===== src/rtl/gbt_rx_frame_monitor_pkg.sv =====
// Shared types and frame field positions for the GBT RX frame monitor.
// Frame layout: [83:80] IC/EC, [79:72] sequence counter, [71:0] payload.
package gbt_rx_frame_monitor_pkg;

    typedef enum logic [1:0] {
        LNK_UNLOCKED = 2'd0,
        LNK_HUNT     = 2'd1,
        LNK_LOCKED   = 2'd2
    } t_gbt_link_state;

    localparam int GBT_FRAME_W   = 84;
    localparam int GBT_SEQ_MSB   = 79;
    localparam int GBT_SEQ_LSB   = 72;
    localparam int GBT_SEQ_W     = GBT_SEQ_MSB - GBT_SEQ_LSB + 1;
    localparam int GBT_PAYLOAD_W = 72;

    // The 8-bit counter wraps 8'hFF -> 8'h00, which is a legal successor.
    function automatic logic [GBT_SEQ_W-1:0] seq_next(input logic [GBT_SEQ_W-1:0] i_seq);
        return i_seq + 1'b1;
    endfunction

endpackage


===== src/rtl/gbt_seq_checker.sv =====
// Holds the expected sequence number and flags whether the current frame matches it.
// Every accepted frame, good or bad, reloads the expectation to its own seq + 1.
module gbt_seq_checker
    import gbt_rx_frame_monitor_pkg::*;
(
    input  logic                 i_clk,
    input  logic                 i_rst_n,
    input  logic                 i_frame_act,
    input  logic [GBT_SEQ_W-1:0] i_seq,
    output logic                 o_good
);

    logic [GBT_SEQ_W-1:0] r_exp_seq;

    always_ff @(posedge i_clk or negedge i_rst_n) begin
        if (!i_rst_n) begin
            r_exp_seq <= '0;
        end else if (i_frame_act) begin
            r_exp_seq <= seq_next(i_seq);
        end
    end

    assign o_good = (i_seq == r_exp_seq);

endmodule


===== src/rtl/gbt_rx_frame_monitor.sv =====
// GBT RX frame monitor: sequence checking, link lock FSM, payload forwarding while
// locked, and a saturating sequence-error counter.
module gbt_rx_frame_monitor
    import gbt_rx_frame_monitor_pkg::*;
#(
    parameter int unsigned LOCK_CNT = 16,
    parameter int unsigned LOSS_CNT = 4,
    parameter int unsigned ERR_W    = 16
) (
    input  logic                     clk_ik,
    input  logic                     rstn_ir,
    input  logic                     gbt_rx_ready_i,
    input  logic                     frame_valid_i,
    input  logic [GBT_FRAME_W-1:0]   frame_i,
    input  logic                     err_clear_i,
    output logic [GBT_PAYLOAD_W-1:0] payload_o,
    output logic                     payload_valid_o,
    output logic [3:0]               icec_o,
    output logic [1:0]               link_state_o,
    output logic                     locked_o,
    output logic                     seq_err_o,
    output logic [ERR_W-1:0]         err_cnt_o
);

    localparam logic [7:0] LP_LOCK = 8'(LOCK_CNT);
    localparam logic [7:0] LP_LOSS = 8'(LOSS_CNT);

    t_gbt_link_state            r_state, w_state_nxt;
    logic [7:0]                 r_good_cnt, w_good_cnt_nxt;
    logic [7:0]                 r_bad_cnt, w_bad_cnt_nxt;
    logic [GBT_PAYLOAD_W-1:0]   r_payload;
    logic [3:0]                 r_icec;
    logic                       r_payload_vld;
    logic                       r_seq_err;
    logic                       r_locked;
    logic [ERR_W-1:0]           r_err_cnt;

    logic                       w_frame_act;
    logic                       w_good;
    logic                       w_accept;
    logic                       w_seq_err;
    logic [GBT_SEQ_W-1:0]       w_seq;

    // A ready drop suppresses the frame entirely, so it never reaches the checker.
    assign w_frame_act = frame_valid_i && gbt_rx_ready_i && (r_state != LNK_UNLOCKED);
    assign w_seq       = frame_i[GBT_SEQ_MSB:GBT_SEQ_LSB];

    gbt_seq_checker u_seq_checker (
        .i_clk       (clk_ik),
        .i_rst_n     (rstn_ir),
        .i_frame_act (w_frame_act),
        .i_seq       (w_seq),
        .o_good      (w_good)
    );

    always_comb begin
        w_state_nxt    = r_state;
        w_good_cnt_nxt = r_good_cnt;
        w_bad_cnt_nxt  = r_bad_cnt;
        w_accept       = 1'b0;
        w_seq_err      = 1'b0;
        case (r_state)
            LNK_UNLOCKED: begin
                if (gbt_rx_ready_i) begin
                    w_state_nxt = LNK_HUNT;
                end
            end
            LNK_HUNT: begin
                if (w_frame_act) begin
                    // good_cnt==0 marks the first frame of a hunt, which only seeds the checker
                    if ((r_good_cnt != 8'd0) && w_good) begin
                        w_good_cnt_nxt = r_good_cnt + 8'd1;
                    end else begin
                        w_good_cnt_nxt = 8'd1;
                    end
                    if (w_good_cnt_nxt == LP_LOCK) begin
                        w_state_nxt    = LNK_LOCKED;
                        w_good_cnt_nxt = 8'd0;
                        w_bad_cnt_nxt  = 8'd0;
                    end
                end
            end
            LNK_LOCKED: begin
                if (w_frame_act) begin
                    if (w_good) begin
                        w_accept      = 1'b1;
                        w_bad_cnt_nxt = 8'd0;
                    end else begin
                        w_seq_err     = 1'b1;
                        w_bad_cnt_nxt = r_bad_cnt + 8'd1;
                        if (w_bad_cnt_nxt == LP_LOSS) begin
                            w_state_nxt    = LNK_HUNT;
                            w_bad_cnt_nxt  = 8'd0;
                            w_good_cnt_nxt = 8'd0;
                        end
                    end
                end
            end
            default: begin
                w_state_nxt = LNK_UNLOCKED;
            end
        endcase
        if (!gbt_rx_ready_i) begin
            w_state_nxt    = LNK_UNLOCKED;
            w_good_cnt_nxt = 8'd0;
            w_bad_cnt_nxt  = 8'd0;
        end
    end

    always_ff @(posedge clk_ik or negedge rstn_ir) begin
        if (!rstn_ir) begin
            r_state       <= LNK_UNLOCKED;
            r_good_cnt    <= '0;
            r_bad_cnt     <= '0;
            r_locked      <= 1'b0;
            r_payload_vld <= 1'b0;
            r_seq_err     <= 1'b0;
        end else begin
            r_state       <= w_state_nxt;
            r_good_cnt    <= w_good_cnt_nxt;
            r_bad_cnt     <= w_bad_cnt_nxt;
            r_locked      <= (w_state_nxt == LNK_LOCKED);
            r_payload_vld <= w_accept;
            r_seq_err     <= w_seq_err;
        end
    end

    always_ff @(posedge clk_ik or negedge rstn_ir) begin
        if (!rstn_ir) begin
            r_payload <= '0;
            r_icec    <= '0;
        end else if (w_accept) begin
            r_payload <= frame_i[GBT_PAYLOAD_W-1:0];
            r_icec    <= frame_i[GBT_FRAME_W-1:GBT_SEQ_MSB+1];
        end
    end

    // A clear coinciding with an error leaves that error counted.
    always_ff @(posedge clk_ik or negedge rstn_ir) begin
        if (!rstn_ir) begin
            r_err_cnt <= '0;
        end else if (err_clear_i) begin
            r_err_cnt <= w_seq_err ? ERR_W'(1) : '0;
        end else if (w_seq_err && (r_err_cnt != '1)) begin
            r_err_cnt <= r_err_cnt + ERR_W'(1);
        end
    end

    assign payload_o       = r_payload;
    assign payload_valid_o = r_payload_vld;
    assign icec_o          = r_icec;
    assign link_state_o    = r_state;
    assign locked_o        = r_locked;
    assign seq_err_o       = r_seq_err;
    assign err_cnt_o       = r_err_cnt;

endmodule


===== config.mk =====
export PLATFORM = sky130hd
export DESIGN_NAME = gbt_rx_frame_monitor
export DESIGN_NICKNAME = d
export VERILOG_FILES = /design/src/rtl/gbt_rx_frame_monitor_pkg.sv /design/src/rtl/gbt_seq_checker.sv /design/src/rtl/gbt_rx_frame_monitor.sv
export SDC_FILE = /design/constraint.sdc
export NUM_CORES = 1
export LEC_CHECK = 0
export CAP_MARGIN = 20
export CORE_AREA = 2 2 112 114
export CTS_CLUSTER_DIAMETER = 50
export CTS_CLUSTER_SIZE = 25
export DETAILED_ROUTE_END_ITERATION = 8
export DIE_AREA = 0 0 114 116
export PLACE_DENSITY_LB_ADDON = 0.08
export RECOVER_POWER = 25
export SYNTH_ARGS = -nofsm -noshare
export SYNTH_HDL_FRONTEND = slang
export SYNTH_HIERARCHICAL = 1
export SYNTH_SLANG_ARGS = --single-unit

===== constraint.sdc =====
create_clock -name clk_ik -period 2.43 [get_ports clk_ik]
set_input_delay 0.243 -clock clk_ik [delete_from_list [all_inputs] [get_ports clk_ik]]
set_output_delay 0.243 -clock clk_ik [all_outputs]
set_load 0.005 [all_outputs]

==> results_dict.tcl <==
set metrics [dict create \
    status "finished, final reports clean" \
    antenna_cells 0 \
    firstDrtPassIters 4 \
    grt_first_pass_wirelength_um 24230 \
    required_ns 2.70 \
    p_leak_nw 3.822 \
    worstMarginPinSlew_ns 1.185 \
    critPathLaunchType "flop" \
    yosysTopAreaCellShare_pct 55.54 \
    clk_path_buf_depth 2 \
    syn_inst 612 \
    yosysWarningCount 6 \
    cts_buffers 17 \
    hold_viol 0 \
    drv_slew 0 \
    worst_setup_path_end_kind "flop" \
    clk_latency_ns 0.41 \
    irDropWorstVdd_mv 0.5499 \
    synth_async_sr_flop_share_pct 100.0 \
    ys_ff_latch 121 \
    die_w_um 114 \
    synth_commonest_cells "nand2_1, dfrtp_1, nor2_1" \
    synth_area_um2 5451 \
    synthFlopType "dfrtp_1" \
    placed_area_um2 7627 \
    worstPathMaxFanout 7 \
    setup_viol 0 \
    final_area_um2 8300 \
    grt_pass1_vias 5086 \
    fmax_ghz 0.4350 \
    ios 186 \
    cts_num_sinks 121 \
    synth_top_area_cell "dfrtp_1" \
    max-cap-violations 0 \
    io_buffers 185 \
    min_period_over_period_pct 94.59 \
    cts.htree.levels 4 \
    hp-class "input port to flop" \
    antenna_found_initial 0 \
    max-slew-margin-rel_pct 21.02 \
    first_iter_violations 313 \
    drive_above_1_share_pct 8.454 \
    dp_hpwl_um 11060 \
    setup-tns-final_ns 0 \
    synth.distinct_cells 54 \
    path_clk_slew_ns 0.05 \
    drt-total-wl_um 14990 \
    synth_area_leaders "dfrtp_1, nand2_1, xnor2_1, nand3_1, nor2_1" \
    start_util_pct 45.77 \
    finClkSkew_ns 0.008783 \
    syn-num-nets 706 \
    rsz0062_at_grt "false" \
    worstSetupPathType "flop to flop" \
    area_delta_synth_final_pct 52.26 \
    synth_area_per_cell_um2 8.908 \
    routedWlPerCell_um 15.38 \
    power_density_nw_per_um2 620.4 \
    cts_tree "yes" \
    die_area_um2 13220 \
    min_period_ns 2.299 \
    grtUsageTotal_pct 23.53 \
    layout.nets 909 \
    coreArea_um2 11910 \
    drc 0 \
    seq_area_frac_synth_pct 55.54 \
    critPathArrivalTime_ns 2.57 \
    vias_per_cell 5.136 \
    gp_congestion 0.8090 \
    grt_overflow 0 \
    yosysMostFrequentCell "nand2_1" \
    num_rows 40 \
    grt_max_degree 49 \
    ant_nets 0 \
    die_h_um 116 \
    cts-root-buf "clkbuf_16" \
    synth_edf_count 0 \
    hold_slack_ns 0.3569 \
    vias 5008 \
]
==> sequential cells by signal, summed over array words and instances (netlist names) <==
signal                   flops
u_seq_checker/r_exp_seq      8
link_state_o                 2
payload_o                   72
seq_err_o                    1
icec_o                       4
r_good_cnt                   8
payload_valid_o              1
r_bad_cnt                    8
locked_o                     1
err_cnt_o                   16
==> cell families (layout without fill, tap and decap cells) <==
logic type,after synthesis,in the layout,share of synthesized area [%]
AOI/OAI and AO/OA,65,65,8.148
xor gates and xnor gates,25,25,4.017
adders and majority gates,5,5,1.148
buffers and inverters,43,259,3.006
DFF,121,121,55.54
muxes,4,4,0.7574
and+or+nand+nor,349,349,27.38
==> per-stage QoR <==
step,setup WS (ns),cells,power [mW],utilization (%)
floorplan,0.2023,612,2.190,-
global placement,0.01910,942,2.414,64.03
detailed placement,-0.07294,942,2.421,64.03
CTS,0.1118,975,5.208,69.67
global route,0.001053,975,5.331,69.68
finish,0.1314,975,5.150,69.68
==> report_power, final <==
| part | internal [mW] | switching (mW) |
|---|---|---|
| logic | 0.190 | 0.123 |
| clock network | 1.90 | 0.873 |
| registers | 2.05 | 0.0239 |
| total | 4.13 | 1.02 |
==> worst paths after layout <==
kind                                from            end  slack [ns]  cells after the start
hold / removal               frame_i[67]  payload_o[67]        0.36                      3
hold reg to reg            payload_o[46]  payload_o[46]        0.47                      2
setup / recovery           r_good_cnt[1]   r_bad_cnt[0]        0.13                      6
min in group asynchronous        rstn_ir   r_bad_cnt[6]        0.60                      2
max in group asynchronous        rstn_ir  payload_o[11]        0.48                      3
setup reg to reg           r_good_cnt[1]   r_bad_cnt[0]        0.13                      6
==> repair_timing <==
action | 4_1_cts | 5_1_grt
endpoints found under the setup margin | 0 | 5
hold endpoints to repair | 18 | 0
hold buffers | 1 | 0
buffers inserted | 0 | 0
gates resized for setup | 0 | 3
==> area by class of cell <==
| type | count | area (um2) |
|---|---|---|
| clock inverters | 12 | 195.2 |
| fillers | 913 | 3611 |
| multi-input cells | 448 | 2285 |
| repair buffers | 212 | 2086 |
| well taps | 147 | 183.9 |
| clock buffers | 20 | 466.7 |
| inverters | 15 | 56.30 |
| flip-flops and latches | 121 | 3028 |
==> critical path, cell delays in order, from the launching register on <==
cell and delay, ns:
dfrtp_1 0.43, ha_1 0.22, or3_1 0.30, a211o_1 0.33, a2111o_1 0.50, o21ai_4 0.26, mux2i_1 0.12
==> layer usage <==
layer | global-route usage, % | vias up | routed length (um)
li1 | - | 2426 | -
met1 | 26.77 | 2370 | 5725
met2 | 39.96 | 180 | 7685
met3 | 8.473 | 32 | 1122
met4 | 10.73 | 0 | 461
met5 | 0 | - | 0
==> layout by cell type (no fill, tap or decap), drive strengths merged, types with 2 or more instances in the layout <==
cell and n:
a211oi 4, a21boi 2, a21oi 11, a22o 2, a31oi 12, and2 3, and3 3, buf 24
bufinv 5, clkbuf 23, clkdlybuf4s50 184, clkinv 6, dfrtp 121, ha 5, inv 15, mux2i 3
nand2 248, nand2b 4, nand3 22, nand4 8, nor2 24, nor2b 4, nor3 11, nor3b 3
o211ai 3, o21a 2, o21ai 18, o32ai 2, or3 9, or4 3, xnor2 22, xor2 3
No activity file was read; power rests on OpenSTA's default activity.
